### config.mk
export PLATFORM = sky130hd
export DESIGN_NAME = forward_hazard_ctrl_flat
export DESIGN_NICKNAME = d
export VERILOG_FILES = /design/src/rtl/fwd_pkg.sv /design/src/rtl/forward_hazard_ctrl_if.sv /design/src/rtl/fwd_select.sv /design/src/rtl/forward_hazard_ctrl.sv /design/src/flat_wrapper.sv
export SDC_FILE = /design/constraint.sdc
export NUM_CORES = 1
export LEC_CHECK = 0
export ABC_AREA = 1
export BUFFER_PORTS_ARGS = -buffer_cell sky130_fd_sc_hd__buf_2
export CORE_ASPECT_RATIO = 1.1
export CORE_MARGIN = 3
export CORE_UTILIZATION = 60
export CTS_CLUSTER_SIZE = 20
export DETAILED_ROUTE_END_ITERATION = 8
export HOLD_SLACK_MARGIN = 0.15
export PLACE_DENSITY = 0.88
export SLEW_MARGIN = 20
export SYNTH_ARGS = -nofsm -noshare
export SYNTH_HDL_FRONTEND = slang
export SYNTH_SLANG_ARGS = --single-unit
### constraint.sdc
create_clock -name clk -period 2.9 [get_ports clk]
set_input_delay 0.435 -clock clk [delete_from_list [all_inputs] [get_ports clk]]
set_output_delay 0.435 -clock clk [all_outputs]
set_load 0.02 [all_outputs]
### src/rtl/fwd_pkg.sv
// Shared types for the forwarding / load-use hazard controller:
// forward-select encoding, destination-tag layout and the tag match helper.
package fwd_pkg;

  localparam int NREG  = 32;
  localparam int REG_W = $clog2(NREG);

  // XZR reads as zero, so it can never be a real producer of a value
  localparam logic [REG_W-1:0] ZERO_REG = REG_W'(31);

  typedef enum logic [1:0] {
    FWD_REG   = 2'b00,
    FWD_WB    = 2'b01,
    FWD_EXMEM = 2'b10
  } fwd_sel_t;

  typedef struct packed {
    logic             valid;
    logic [REG_W-1:0] rd;
    logic             regwrite;
    logic             memread;
  } tag_t;

  // A stage entry produces register r when it is live, writes, targets r, and r is not XZR
  function automatic logic tag_match(input logic             valid,
                                     input logic             regwrite,
                                     input logic [REG_W-1:0] rd,
                                     input logic [REG_W-1:0] r);
    return valid & regwrite & (rd == r) & (r != ZERO_REG);
  endfunction

endpackage

### src/rtl/forward_hazard_ctrl_if.sv
// ID-stage <-> hazard controller bundle. The ID stage is the master (drives the
// decoded instruction and flush); the controller is the slave (returns stall,
// forward selects, stall count and the WB tag for retire visibility).
interface forward_hazard_ctrl_if #(
  parameter int CNT_W = 32
);
  import fwd_pkg::*;

  logic             id_valid;
  logic [REG_W-1:0] id_Rn;
  logic [REG_W-1:0] id_Rm;
  logic             id_useA;
  logic             id_useB;
  logic [REG_W-1:0] id_Rd;
  logic             id_RegWrite;
  logic             id_MemRead;
  logic             flush;

  logic             stall;
  fwd_sel_t         ForwardA;
  fwd_sel_t         ForwardB;
  logic [CNT_W-1:0] stall_count;
  tag_t             wb_tag;

  modport master (
    output id_valid, id_Rn, id_Rm, id_useA, id_useB, id_Rd,
           id_RegWrite, id_MemRead, flush,
    input  stall, ForwardA, ForwardB, stall_count, wb_tag
  );

  modport slave (
    input  id_valid, id_Rn, id_Rm, id_useA, id_useB, id_Rd,
           id_RegWrite, id_MemRead, flush,
    output stall, ForwardA, ForwardB, stall_count, wb_tag
  );

endinterface

### src/rtl/fwd_select.sv
// Per-operand forward select and load-use detection. EX/MEM wins over MEM/WB
// because it holds the newer value of the register.
module fwd_select
  import fwd_pkg::*;
(
  input  logic             use_i,
  input  logic [REG_W-1:0] src_i,
  input  tag_t             ex_t_i,
  input  tag_t             mem_t_i,
  output fwd_sel_t         sel_o,
  output logic             load_hazard_o
);

  logic exHit;
  logic memHit;
  logic unusedMemRead;

  // The MEM-stage load flag is irrelevant here: by MEM the loaded value is forwardable
  assign unusedMemRead = mem_t_i.memread;

  assign exHit  = use_i & tag_match(ex_t_i.valid, ex_t_i.regwrite, ex_t_i.rd, src_i);
  assign memHit = use_i & tag_match(mem_t_i.valid, mem_t_i.regwrite, mem_t_i.rd, src_i);

  // A load still in EX has no data yet, so a dependent operand must wait one cycle
  assign load_hazard_o = exHit & ex_t_i.memread;

  // Pick the youngest producer of the operand, falling back to the register file
  always_comb begin
    sel_o = FWD_REG;
    if (exHit) begin
      sel_o = FWD_EXMEM;
    end else if (memHit) begin
      sel_o = FWD_WB;
    end
  end

endmodule

### src/rtl/forward_hazard_ctrl.sv
// Forwarding / load-use hazard controller at the ID/EX boundary. Tracks the
// destination tags of the EX, MEM and WB stages, registers the forward selects
// so they line up with the instruction entering EX, and counts stall cycles.
module forward_hazard_ctrl
  import fwd_pkg::*;
#(
  parameter int CNT_W = 32
) (
  input  logic                  clk,
  input  logic                  reset,
  forward_hazard_ctrl_if.slave  bus
);

  tag_t             ex_t_q, mem_t_q, wb_t_q;
  tag_t             ex_t_d;
  fwd_sel_t         fwdA_q, fwdB_q;
  fwd_sel_t         fwdA_d, fwdB_d;
  fwd_sel_t         selA, selB;
  logic             hazA, hazB;
  logic             stallNow;
  logic             bubble;
  logic [CNT_W-1:0] stallCount_q;

  fwd_select u_selA (
    .use_i         (bus.id_useA),
    .src_i         (bus.id_Rn),
    .ex_t_i        (ex_t_q),
    .mem_t_i       (mem_t_q),
    .sel_o         (selA),
    .load_hazard_o (hazA)
  );

  fwd_select u_selB (
    .use_i         (bus.id_useB),
    .src_i         (bus.id_Rm),
    .ex_t_i        (ex_t_q),
    .mem_t_i       (mem_t_q),
    .sel_o         (selB),
    .load_hazard_o (hazB)
  );

  // Stall is purely combinational; a flush kills the consumer so it never stalls
  assign stallNow = bus.id_valid & ~bus.flush & (hazA | hazB);

  // Decide what enters EX next: the ID instruction and its selects, or a bubble
  always_comb begin
    bubble = bus.flush | stallNow | ~bus.id_valid;
    ex_t_d = '0;
    fwdA_d = FWD_REG;
    fwdB_d = FWD_REG;
    if (!bubble) begin
      ex_t_d.valid    = 1'b1;
      ex_t_d.rd       = bus.id_Rd;
      ex_t_d.regwrite = bus.id_RegWrite;
      ex_t_d.memread  = bus.id_MemRead;
      fwdA_d          = selA;
      fwdB_d          = selB;
    end
  end

  // Shadow pipeline of destination tags plus the registered forward selects
  always_ff @(posedge clk) begin
    if (reset) begin
      ex_t_q  <= '0;
      mem_t_q <= '0;
      wb_t_q  <= '0;
      fwdA_q  <= FWD_REG;
      fwdB_q  <= FWD_REG;
    end else begin
      ex_t_q  <= ex_t_d;
      mem_t_q <= ex_t_q;
      wb_t_q  <= mem_t_q;
      fwdA_q  <= fwdA_d;
      fwdB_q  <= fwdB_d;
    end
  end

  // Stall cycle counter that sticks at all-ones instead of wrapping
  always_ff @(posedge clk) begin
    if (reset) begin
      stallCount_q <= '0;
    end else if (stallNow && (stallCount_q != {CNT_W{1'b1}})) begin
      stallCount_q <= stallCount_q + 1'b1;
    end
  end

  assign bus.stall       = stallNow;
  assign bus.ForwardA    = fwdA_q;
  assign bus.ForwardB    = fwdB_q;
  assign bus.stall_count = stallCount_q;
  assign bus.wb_tag      = wb_t_q;

endmodule

### src/flat_wrapper.sv
// flat-port wrapper written by rule: the top's interface ports become plain ports
module forward_hazard_ctrl_flat import fwd_pkg::*;
#(
  parameter int CNT_W = 32
)
  (clk, reset, bus_id_valid, bus_id_Rn, bus_id_Rm, bus_id_useA, bus_id_useB, bus_id_Rd, bus_id_RegWrite, bus_id_MemRead, bus_flush, bus_stall, bus_ForwardA, bus_ForwardB, bus_stall_count, bus_wb_tag);
  forward_hazard_ctrl_if #(.CNT_W(CNT_W)) bus_i ();
  input  logic clk;
  input  logic reset;
  input wire logic [$bits(bus_i.id_valid)-1:0] bus_id_valid;
  input wire logic [$bits(bus_i.id_Rn)-1:0] bus_id_Rn;
  input wire logic [$bits(bus_i.id_Rm)-1:0] bus_id_Rm;
  input wire logic [$bits(bus_i.id_useA)-1:0] bus_id_useA;
  input wire logic [$bits(bus_i.id_useB)-1:0] bus_id_useB;
  input wire logic [$bits(bus_i.id_Rd)-1:0] bus_id_Rd;
  input wire logic [$bits(bus_i.id_RegWrite)-1:0] bus_id_RegWrite;
  input wire logic [$bits(bus_i.id_MemRead)-1:0] bus_id_MemRead;
  input wire logic [$bits(bus_i.flush)-1:0] bus_flush;
  output wire logic [$bits(bus_i.stall)-1:0] bus_stall;
  output wire logic [$bits(bus_i.ForwardA)-1:0] bus_ForwardA;
  output wire logic [$bits(bus_i.ForwardB)-1:0] bus_ForwardB;
  output wire logic [$bits(bus_i.stall_count)-1:0] bus_stall_count;
  output wire logic [$bits(bus_i.wb_tag)-1:0] bus_wb_tag;
  assign bus_i.id_valid = bus_id_valid;
  assign bus_i.id_Rn = bus_id_Rn;
  assign bus_i.id_Rm = bus_id_Rm;
  assign bus_i.id_useA = bus_id_useA;
  assign bus_i.id_useB = bus_id_useB;
  assign bus_i.id_Rd = bus_id_Rd;
  assign bus_i.id_RegWrite = bus_id_RegWrite;
  assign bus_i.id_MemRead = bus_id_MemRead;
  assign bus_i.flush = bus_flush;
  assign bus_stall = bus_i.stall;
  assign bus_ForwardA = bus_i.ForwardA;
  assign bus_ForwardB = bus_i.ForwardB;
  assign bus_stall_count = bus_i.stall_count;
  assign bus_wb_tag = bus_i.wb_tag;
  forward_hazard_ctrl #(.CNT_W(CNT_W)) u_core (.clk(clk), .reset(reset), .bus(bus_i));
endmodule
Yosys cells after proc, flatten, opt, wreduce, memory -nomap -nowiden
Cells that the tools add are included.
- register bits after elaboration: 60
- word-level logic and storage cells: 57
- input bits: 23
- multiplexer cells: 5
- bitwise logic cells: 23
- equality and inequality tests: 7
- reductions and logical operators: 4
- add/subtract/negate cells: 1
- operators with widths (operator ; number):
    32-bit by 1-bit adder with 32-bit output (second input constant) ; 1
    32-bit inequality test (second input constant) ; 1
    5-bit == test ; 4
    1-bit bitwise AND ; 18
    5-bit inequality test (second input constant) ; 2
    8-bit two-way mux ; 1
    3-bit OR reduction ; 2
    2-bit two-way mux ; 2
    1-bit bitwise OR ; 3
    1-bit two-way mux ; 2
    1-bit NOT ; 2
    2-bit OR reduction ; 1
    1-bit logical AND ; 1

Depth between registers and ports, before layout
Gate-level depths: netlist of run 1.
- word-level depth: 10
- depth in mapped cells: 12

Cells and area by module
From an unflattened synthesis of run 1, not the netlist that was laid out.
- cell total of the unflattened synthesis: 535
- area, all modules: 3304.4 um2
- modules (own cells, without submodules) (module ; area an instance (um2) ; instances ; cells each):
    forward_hazard_ctrl ; 2741.4 ; 1 ; 407
    fwd_select ; 281.5 ; 2 ; 64

Worst setup path before layout of run 1
OpenSTA, ideal clock, no wires.
- path kind: register to register
- start: register u_core.stallCount_q[0] (netlist: u_core.bus.stall_count[0])
- end: register u_core.stallCount_q[15] (netlist: u_core.bus.stall_count[15])
- cell stages (with the launch flop): 11
- path slack: 0.890 ns
- arrival: 1.868 ns
- period minus slack after synthesis: 2.010 ns
- required time: 2.757 ns
- path through: dfxtp_1 > ha_1 > nand2_2 > nor2_4 > nand2_2 > nor2_4 > nand3_2 > buf_2 > buf_2 > nand4_1 > a21oi_1
- word-level cells in the longest chain between the ends: 2
- elaborated cells between the ends (all ways): 3
- ends and longest elaborated chain (element ; RTL line ; source):
    start: declaration ; forward_hazard_ctrl.sv:22 ; logic [CNT_W-1:0] stallCount_q;
    start signal: assignment ; forward_hazard_ctrl.sv:83 ; stallCount_q <= stallCount_q + 1'b1;
    parallel branches: the longest is 2 deep, another holds 32-bit by 1-bit adder with 32-bit output ; n/a ;
Parallel ways; which one is timed is not known.
A chain may end at the register's enable or synchronous reset.

Worst setup path in the final report of run 1
- start: register u_core.ex_t_q[7] (netlist bit)
- end: register u_core.stallCount_q[3] (netlist: u_core.bus.stall_count[3])
- word-level cells in the longest chain between the ends: 8
- elaborated cells between the ends (all ways): 12
- ends and longest elaborated chain (element ; RTL line ; source):
    start: declaration ; forward_hazard_ctrl.sv:14 ; tag_t ex_t_q, mem_t_q, wb_t_q;
    start signal: assignment ; forward_hazard_ctrl.sv:70 ; ex_t_q <= ex_t_d;
    1-bit bitwise AND * ; fwd_pkg.sv:29 ; return valid & regwrite & (rd == r) & (r != ZERO_REG);
    1-bit bitwise AND (2 in a row) ; fwd_pkg.sv:29 ;
    1-bit bitwise AND ; fwd_select.sv:21 ; assign exHit = use_i & tag_match(ex_t_i.valid, ex_t_i.regwrite, ex_t_i.rd, src_i);
    1-bit bitwise AND ; fwd_select.sv:25 ; assign load_hazard_o = exHit & ex_t_i.memread;
    1-bit bitwise OR * ; forward_hazard_ctrl.sv:43 ; assign stallNow = bus.id_valid & ~bus.flush & (hazA | hazB);
    1-bit bitwise AND * ; forward_hazard_ctrl.sv:43 ;
    1-bit logical AND * ; forward_hazard_ctrl.sv:82 ; end else if (stallNow && (stallCount_q != {CNT_W{1'b1}})) begin
Mark *: on every way between the ends. The rest lies on a longest branch, timed or not.

==> results of run 1 <==
## worst min-delay path by stage
stage	to	cells past startpoint
after floorplan	u_core.bus.wb_tag[0]	2
after global placement	u_core.bus.wb_tag[0]	2
after detailed placement	u_core.bus.wb_tag[0]	2
after CTS	u_core.ex_t_q[2]	3
after global routing	u_core.ex_t_q[0]	3
final	u_core.ex_t_q[2]	3
## cell families after synthesis
family	Yosys count
compound gates	35
xor+xnor	26
fa+ha+maj	1
buf+inv	79
flops	60
simple gates	331
## layer usage
| metal | routed length, um | up-vias | GRT usage (%) |
|---|---|---|---|
| met3 | 628 | 34 | 4.67 |
| met2 | 4570 | 177 | 52.4 |
| met5 | 0 | - | 0 |
| met4 | 333 | 0 | 14.8 |
| met1 | 3480 | 1687 | 31.5 |
| li1 | - | 1810 | - |
## cell type report
class | count | area (um^2)
Clock buffer | 9 | 124
Multi-Input combinational cell | 393 | 1910
Tap cell | 75 | 93.8
Inverter | 62 | 233
Fill cell | 458 | 1440
Sequential cell | 60 | 1200
Timing Repair Buffer | 72 | 373
Clock inverter | 7 | 91.3
## where the power goes
part           total (W)  internal [W]  switching, W
Sequential      0.000835      0.000830    0.00000475
Combinational  0.0000829     0.0000305     0.0000524
Clock           0.000829      0.000480      0.000349
## worst register-to-register path, stage by stage, from the launching register on
cell	delay (ps)
dfxtp_1	340
nand2_1	80
nor2_1	90
nand3_1	80
nor2_1	210
nand3_1	150
nand2_2	310
nand3_2	670
nand2_1	240
a21oi_1	80
## cell usage after synthesis (2+ instances only)
cell type,n
dfxtp_1,60
xor2_1,10
xnor2_1,16
inv_1,60
nand4_1,32
clkbuf_1,8
nand2_2,13
a21oi_1,21
nor3_1,2
nand3_1,32
nor2_4,3
nor2_1,94
a21oi_2,10
nand2_1,149
buf_2,5
o21ai_0,2
nand3_2,2
buf_1,2
## through the flow
step / total power [W] / std cells
5_1_grt: 0.00180 / 678
6_report: 0.00175 / 678
3_5_place_dp: 0.000935 / 662
2_1_floorplan: 0.000900 / 532
3_3_place_gp: 0.000932 / 662
4_1_cts: 0.00175 / 678
## state kept, by name (all words and copies together) (netlist names)
name	cells
u_core.bus.stall_count	32
u_core.bus.ForwardB	2
u_core.bus.ForwardA	2
u_core.bus.wb_tag	8
u_core.mem_t_q	8
u_core.ex_t_q	8
==> results.toml, run 1 <==
[worst_setup_path]
crit_arrival_ps = 2600
setup.worst_path.end = "u_core.bus.stall_count[3]"
critPathMaxStageDelay_ps = 670
startpoint = "u_core.ex_t_q[7]"
required_ps = 3110
path_cells = "nand2_1 > nor2_1 > nand3_1 > nor2_1 > nand3_1 > nand2_2 > nand3_2 > nand2_1 > a21oi_1"
cp_num_buf_inv = 0
crit_cells = 9
r2r-start = "u_core.ex_t_q[7]"
critPathCaptureType = "flip-flop"
ff2ff_path_depth = 9
reg2reg_slack_ps = 510
crit_path_start_kind = "flip-flop"
critPathTopFamily = "simple AND/OR/NAND/NOR gates"
critical_path_class = "flip-flop to flip-flop"
cp_max_fo = 29
r2r_end = "u_core.bus.stall_count[3]"
cpMaxStageDelayCell = "nand3_2"

[yosys]
synth_compound_area_share_pct = 6.35
ys_top_cells_by_area = "dfxtp_1 35%, nand2_1 16%, nor2_1 10%"
synthArstFlopShare_pct = 0
synth_cell_types = 29
synth_cells = 532
synth_seq_cells = 60
synth_top_area_share_pct = 35.0
netlist_area_mm2 = 0.00343
yosysTopAreaCell = "dfxtp_1"
synth_area_per_cell_um2 = 6.44
synthXorXnorAreaFrac_pct = 6.64
synth_ff_type = "dfxtp_1"
synth_top_family_by_area = "simple AND/OR/NAND/NOR gates"
synth.area.mux_share_pct = 0
yosys.area_share.adder_pct = 0.365
synth-edff-count = 0
synth_fp_nets = 556
seq_area_frac_synth_pct = 35.0
ys_warn_count = 0
synthSimpleGateAreaFrac_pct = 42.2

[layout]
final_util_pct = 73.6
drive_above_1_share_pct = 19.9
num_antenna_cells = 0
nets = 622
final_common_cell = "nand2_1"
area_delta_synth_final_pct = 17.4
fin_area_mm2 = 0.00402
final_cell_mix = "149 x nand2_1, 93 x nor2_1, 67 x buf_2"

[run]
cap_viol_max_count = 0

[timing]
fin_crit_sh_pct = 82.5
slew_headroom_pct = 50.0
tightest_slew_ps = 749
setup_ws_ps = 506
hold_slack_ps = 294
finalSetupTns_ps = 0
setup_viol = 0
slew_viol_final = 0
clock-skew-final_ps = 10.0
rsz0062_at_grt = "no"
fmax_mhz = 418
hold_violations = 0
period_minus_slack_ps = 2390

[clocking]
postCtsSetupBuffers = 0
cts.clk_slew.worst_paths_ps = 70
clock-sinks = 60
htreeDepth = 3
cts_resized = 0
cts_buffer_depth = 2
root_buffer = "clkbuf_8"
cts_made_buffers = 9
ctsHoldBuffers = 0
clk_latency_ps = 350
cts_tree = "built"

[place]
hpwl_mm = 6.40
placed_area_mm2 = 0.00381
io_buffers = 67
dp_slack_ps = 359
gp_congestion = 0.951

[die]
initial_core_util_pct = 62.7
die_h_um = 85.3
die_x_um = 78.1
ios = 68
core_area_mm2 = 0.00547
num_rows = 28
fp.dieArea_mm2 = 0.00666

[detailed_routing]
route.detailed.drc = 0
vias = 3708
wl_per_cell_um = 13.3
via_per_inst = 5.47
wl_mm = 9.02
drtIter0Drc = 286
ant_nets = 0
dr.pass1.iters = 5

[status]
status = "finished clean"

[grt]
grt_pass1_vias = 3595
gr-total-overflow = 0
grt_max_degree = 47
grt_pass1_wl_mm = 15.4
track_usage_pct = 28.6
antenna_found_initial = 0

[pwr]
cellLeakagePower_nw = 1.64
vdd_drop_max_mv = 0.456
power.density_mw_per_mm2 = 434

[min_path]
hp-class = "primary input to flip-flop"
hp-start = "bus_id_Rd[0]"
Power figures use the tool's default switching activity.
==> run 2, diff against run 1 <==
--- a/config.mk
+++ b/config.mk
@@ -9,11 +9,11 @@
 export BUFFER_PORTS_ARGS = -buffer_cell sky130_fd_sc_hd__buf_2
 export CORE_ASPECT_RATIO = 1.1
 export CORE_MARGIN = 3
-export CORE_UTILIZATION = 60
+export CORE_UTILIZATION = 50
 export CTS_CLUSTER_SIZE = 20
 export DETAILED_ROUTE_END_ITERATION = 8
 export HOLD_SLACK_MARGIN = 0.15
-export PLACE_DENSITY = 0.88
+export PLACE_DENSITY = 0.78
 export SLEW_MARGIN = 20
 export SYNTH_ARGS = -nofsm -noshare
 export SYNTH_HDL_FRONTEND = slang
==> constraint.sdc (replaced) <==
create_clock -name clk -period 2.2 [get_ports clk]
set_input_delay 0.33 -clock clk [delete_from_list [all_inputs] [get_ports clk]]
set_output_delay 0.33 -clock clk [all_outputs]
set_load 0.02 [all_outputs]
==> run 2 against run 1 <==
Total power rose by 25%; sequential cell count did not move; register-to-register slack got worse by 230 ps; clock-buffer cell count rose by 1; critical path depth fell by 1; clock power rose by 18%; clock skew rose by 3.2 ps; via count fell by 2.2%; wire length rose by 3.1%.
==> results.toml, run 2 (same netlist as run 1, synthesis figures left out) <==
[pwr]
p_int_w = 0.00166
p_comb_share_pct = 5.0
vdd_drop_max_mv = 0.404
power.density_mw_per_mm2 = 530
swShare_pct = 24.4
power.share.sequential_pct = 50.2
clkPwrFrac_pct = 44.8
finalPower_w = 0.00219
switchingPower_w = 0.000535
cellLeakagePower_nw = 1.70

[worst_setup_path]
crit_arrival_ps = 1680
crit_path_start_kind = "flip-flop"
critPathMostFrequentCell = "nand2_1"
path_cells = "xnor2_1 > nand2_1 > nor2_2 > nand3_1 > nand2_4 > nand2_1 > inv_1 > buf_2"
cpMaxStageDelayCell = "dfxtp_1"
cp_num_buf_inv = 2
critPathTopFamily = "simple AND/OR/NAND/NOR gates"
cp_max_fo = 11
required_ps = 1870
critPathCaptureType = "output port"
critPathMaxStageDelay_ps = 400
critical_path_class = "flip-flop to output port"

[layout]
final_cell_mix = "149 x nand2_1, 89 x nor2_1, 67 x buf_2"
final_util_pct = 62.4
final_common_cell = "nand2_1"
nets = 637
num_antenna_cells = 0
fin_area_mm2 = 0.00414
area_delta_synth_final_pct = 20.7
drive_above_1_share_pct = 22.3
largest_reg_flops = 32
fillers = 622

[clocking]
root_buffer = "clkbuf_8"
htreeDepth = 3
cts.clk_slew.worst_paths_ps = 80
cts_buffer_depth = 2
clock-sinks = 60
clk_latency_ps = 350
ctsHoldBuffers = 0
cts_made_buffers = 9
cts_tree = "built"

[die]
ios = 68
num_rows = 31
core_area_mm2 = 0.00663
die_h_um = 92.8
initial_core_util_pct = 51.7
fp.dieArea_mm2 = 0.00788
die_x_um = 84.9

[timing]
hold_slack_ps = 182
slew_viol_final = 0
slew_headroom_pct = 63.1
period_minus_slack_ps = 2010
clock-skew-final_ps = 13.2
finalSetupTns_ps = 0
setup_viol = 0
fmax_mhz = 498
fin_crit_sh_pct = 91.4
tightest_slew_ps = 554
hold_violations = 0

[detailed_routing]
dr.pass1.iters = 4
ant_nets = 0
via_per_inst = 5.18
vias = 3626
route.detailed.drc = 0
wl_per_cell_um = 13.3
drtIter0Drc = 214
wl_mm = 9.30

[status]
status = "finished clean"

[grt]
gr-total-overflow = 0
grt_pass1_vias = 3591
grt_max_degree = 47
track_usage_pct = 25.5
grt_pass1_wl_mm = 16.1
antenna_found_initial = 0

[place]
gp_congestion = 0.915
hpwl_mm = 6.75
io_buffers = 67
placed_area_mm2 = 0.00388

[run]
cap_viol_max_count = 0

[min_path]
hp-class = "primary input to flip-flop"
-- run 2: changes by cell type in the layout (fill, tap and decap cells not counted) --
| cell | previous run | this run |
|---|---|---|
| clkinv_4 | 1 | 2 |
| nand2_4 | 0 | 1 |
| clkbuf_1 | 0 | 1 |
| nor2_1 | 93 | 89 |
| buf_4 | 5 | 20 |
| bufinv_16 | 2 | 1 |
| nor2_2 | 2 | 6 |
| clkinv_2 | 3 | 2 |
| nand2_2 | 13 | 12 |
-- run 2: area by class of cell --
cell class | count | area, um^2 | area share [%]
multi-input combinational | 393 | 1920 | 46.5
sequential | 60 | 1200 | 29.0
timing repair buffer | 87 | 485 | 11.7
inverter | 62 | 233 | 5.63
clock buffer | 10 | 128 | 3.09
tap | 82 | 103 | 2.48
clock inverter | 6 | 65.1 | 1.57
-- run 2: worst reg2reg max path: stages, from the launching register on --
cell,delay (ps)
dfxtp_1,410
ha_1,220
nand2_2,90
nor2_4,110
nand2_2,100
nor2_4,130
nand3_2,90
nand3_2,90
buf_4,350
nand2_1,130
a21oi_1,130
-- run 2: layer usage --
layer	global-route usage (%)	up-vias	part of all wire (%)
li1	-	1838	-
met1	29.0	1635	41
met2	44.1	136	50
met3	7.12	17	5.9
met4	11.1	0	2.7
met5	0	-	0
-- run 2: repair_timing --
item	in CTS	in global routing
gates resized for setup	0	5
hold endpoints to repair	0	0
setup endpoints to repair	0	1
buffers inserted	0	6
-- run 2: path summary, 6_finish.rpt --
kind / from / end / slack [ps] / cells past startpoint
setup reg to reg: u_core.bus.stall_count[0] / u_core.bus.stall_count[16] / 280 / 10
hold reg to reg: u_core.mem_t_q[0] / u_core.bus.wb_tag[0] / 410 / 2
hold / removal: bus_id_Rd[2] / u_core.ex_t_q[4] / 180 / 3
setup / recovery: u_core.ex_t_q[3] / bus_stall / 190 / 8
-- run 2: power groups by stage --
| stage | logic, W | clock network (W) | registers (W) |
|---|---|---|---|
| 2_1_floorplan | 0.0000603 | 0 | 0.00113 |
| 5_1_grt | 0.000123 | 0.00106 | 0.00110 |
| 3_5_place_dp | 0.000107 | 0 | 0.00112 |
| 4_1_cts | 0.000107 | 0.00100 | 0.00110 |
| 6_report | 0.000109 | 0.000982 | 0.00110 |
| 3_3_place_gp | 0.000104 | 0 | 0.00112 |
-- run 2: stage by stage --
| stage | setup slack (ps) | std cells |
|---|---|---|
| floorplan | 190 | 532 |
| finish | 190 | 700 |
| CTS | 8.98 | 694 |
| detailed placement | 200 | 678 |
| global placement | 276 | 678 |
| global route | -16.5 | 700 |
==> run 3, diff against run 2 <==
--- a/config.mk
+++ b/config.mk
@@ -9,11 +9,12 @@
 export BUFFER_PORTS_ARGS = -buffer_cell sky130_fd_sc_hd__buf_2
 export CORE_ASPECT_RATIO = 1.1
 export CORE_MARGIN = 3
-export CORE_UTILIZATION = 50
+export CORE_UTILIZATION = 55
+export CTS_CLUSTER_DIAMETER = 50
 export CTS_CLUSTER_SIZE = 20
 export DETAILED_ROUTE_END_ITERATION = 8
 export HOLD_SLACK_MARGIN = 0.15
-export PLACE_DENSITY = 0.78
+export PLACE_DENSITY = 0.82
 export SLEW_MARGIN = 20
 export SYNTH_ARGS = -nofsm -noshare
 export SYNTH_HDL_FRONTEND = slang
==> constraint.sdc (replaced) <==
create_clock -name clk -period 2.1 [get_ports clk]
set_input_delay 0.315 -clock clk [delete_from_list [all_inputs] [get_ports clk]]
set_output_delay 0.315 -clock clk [all_outputs]
set_load 0.02 [all_outputs]
==> run 3 against run 2 <==
Design area fell by 0.36%; register-to-register slack got worse by 20 ps; via count rose by 0.33%; critical path depth rose by 1; sequential cell count did not move; global-route usage rose by 2.2 points; sequential power rose by 5%; worst setup slack got worse by 110 ps; final cell count fell by 1.1%; critical path type unchanged; critical endpoint unchanged; highest routed layer unchanged.
==> results.toml, run 3 (same netlist as run 1, synthesis figures left out) <==
[status]
status = "finished clean"

[timing]
fin_crit_sh_pct = 96.2
clock-skew-final_ps = 7.62
setup_viol = 0
finalSetupTns_ps = 0
slew_viol_final = 0
fmax_mhz = 495
tightest_slew_ps = 528
hold_violations = 0
period_minus_slack_ps = 2020
setup_ws_ps = 80.6
slew_headroom_pct = 64.8

[place]
placed_area_mm2 = 0.00390
dp_slack_ps = 263
dp_cells = 676
io_buffers = 67
gp_congestion = 0.987
hpwl_mm = 6.74

[worst_setup_path]
path_cells = "nand2_1 > nor2_1 > nand3_1 > nor2_1 > nand3_1 > nand2_2 > nand2_1 > inv_1 > buf_2"
critical_path_class = "flip-flop to output port"
cp_max_fo = 5
critPathCaptureType = "output port"
crit_arrival_ps = 1700
cpMaxStageDelayCell = "dfxtp_1"
crit_path_start_kind = "flip-flop"
critPathMaxStageDelay_ps = 340
required_ps = 1780

[die]
initial_core_util_pct = 57.9
fp.dieArea_mm2 = 0.00722
core_area_mm2 = 0.00591
num_rows = 29
die_h_um = 88.8
ios = 68
die_x_um = 81.3

[clocking]
cts_buffer_depth = 2
root_buffer = "clkbuf_8"
clock-sinks = 60
htreeDepth = 3
cts_made_buffers = 9
cts.clk_slew.worst_paths_ps = 70
cts_tree = "built"
clk_latency_ps = 350

[min_path]
hp-class = "primary input to flip-flop"

[grt]
grt_pass1_wl_mm = 15.6
antenna_found_initial = 0
gr-total-overflow = 0
grt_max_degree = 47
grt_pass1_vias = 3570
track_usage_pct = 27.7

[detailed_routing]
vias = 3638
dr.pass1.iters = 5
drtIter0Drc = 290
ant_nets = 0
route.detailed.drc = 0
wl_mm = 9.06
wl_per_cell_um = 13.1
via_per_inst = 5.26

[pwr]
power.density_mw_per_mm2 = 578
cellLeakagePower_nw = 1.69
vdd_drop_max_mv = 0.478

[layout]
finalNonFillerCells = 692
final_util_pct = 69.7
num_antenna_cells = 0
area_delta_synth_final_pct = 20.3
nets = 634
final_cell_mix = "149 x nand2_1, 90 x nor2_1, 67 x buf_2"
largest_reg_flops = 32
final_common_cell = "nand2_1"
drive_above_1_share_pct = 22.0
fin_area_mm2 = 0.00412

[run]
cap_viol_max_count = 0
[run 3: cell count changes in the layout (fill, tap and decap cells not counted), sizes merged]
cell / delta
clkinv: -3
inv: +2
clkinvlp: +1
buf: -3
[run 3: repair_timing]
action	CTS	global route
hold buffers	0	0
setup endpoints to repair	0	1
gates resized for setup	0	4
setup buffers	0	0
endpoints found under the hold margin	0	0
[run 3: path summary, 6_finish.rpt]
path | slack [ps] | startpoint | cells after the start | endpoint
min reg2reg | 420 | u_core.mem_t_q[0] | 2 | u_core.bus.wb_tag[0]
min | 170 | bus_id_Rd[4] | 3 | u_core.ex_t_q[6]
max reg2reg | 260 | u_core.bus.stall_count[0] | 10 | u_core.bus.stall_count[16]
max | 80 | u_core.ex_t_q[7] | 9 | bus_stall
[run 3: routing by layer]
layer,wire [um],vias up,GRT usage [%]
met5,0,-,0
met4,342,0,15.4
met3,562,30,6.82
met2,4430,130,47.6
met1,3730,1649,31.1
li1,-,1829,-
[run 3: cell type report]
type,instances,area [um^2]
clock buffer,10,138
clock inverter,6,71.3
fill,545,1790
inverter,62,233
multi-input combinational,393,1920
sequential,60,1200
tap,77,96.3
timing repair buffer,84,463
[run 3: worst max-delay path, delay by kind of cell, from the launching register on]
family | cells | cell delay, ps
flops | 1 | 340
buf+inv | 2 | 200
simple gates | 7 | 810
[run 3: power breakdown]
| part | leakage [nW] | internal [W] | switching, W | total, W |
|---|---|---|---|---|
| clock network | 0.0995 | 0.000590 | 0.000525 | 0.00111 |
| registers | 0.484 | 0.00115 | 0.00000645 | 0.00115 |
| logic | 1.10 | 0.0000429 | 0.0000738 | 0.000117 |
| total | 1.69 | 0.00178 | 0.000605 | 0.00238 |
[run 3: per-stage QoR]
stage | power, W | hold WS, ps
2_1_floorplan | 0.00124 | 388
3_3_place_gp | 0.00129 | 399
3_5_place_dp | 0.00129 | 409
4_1_cts | 0.00239 | 166
5_1_grt | 0.00246 | 170
6_report | 0.00238 | 172
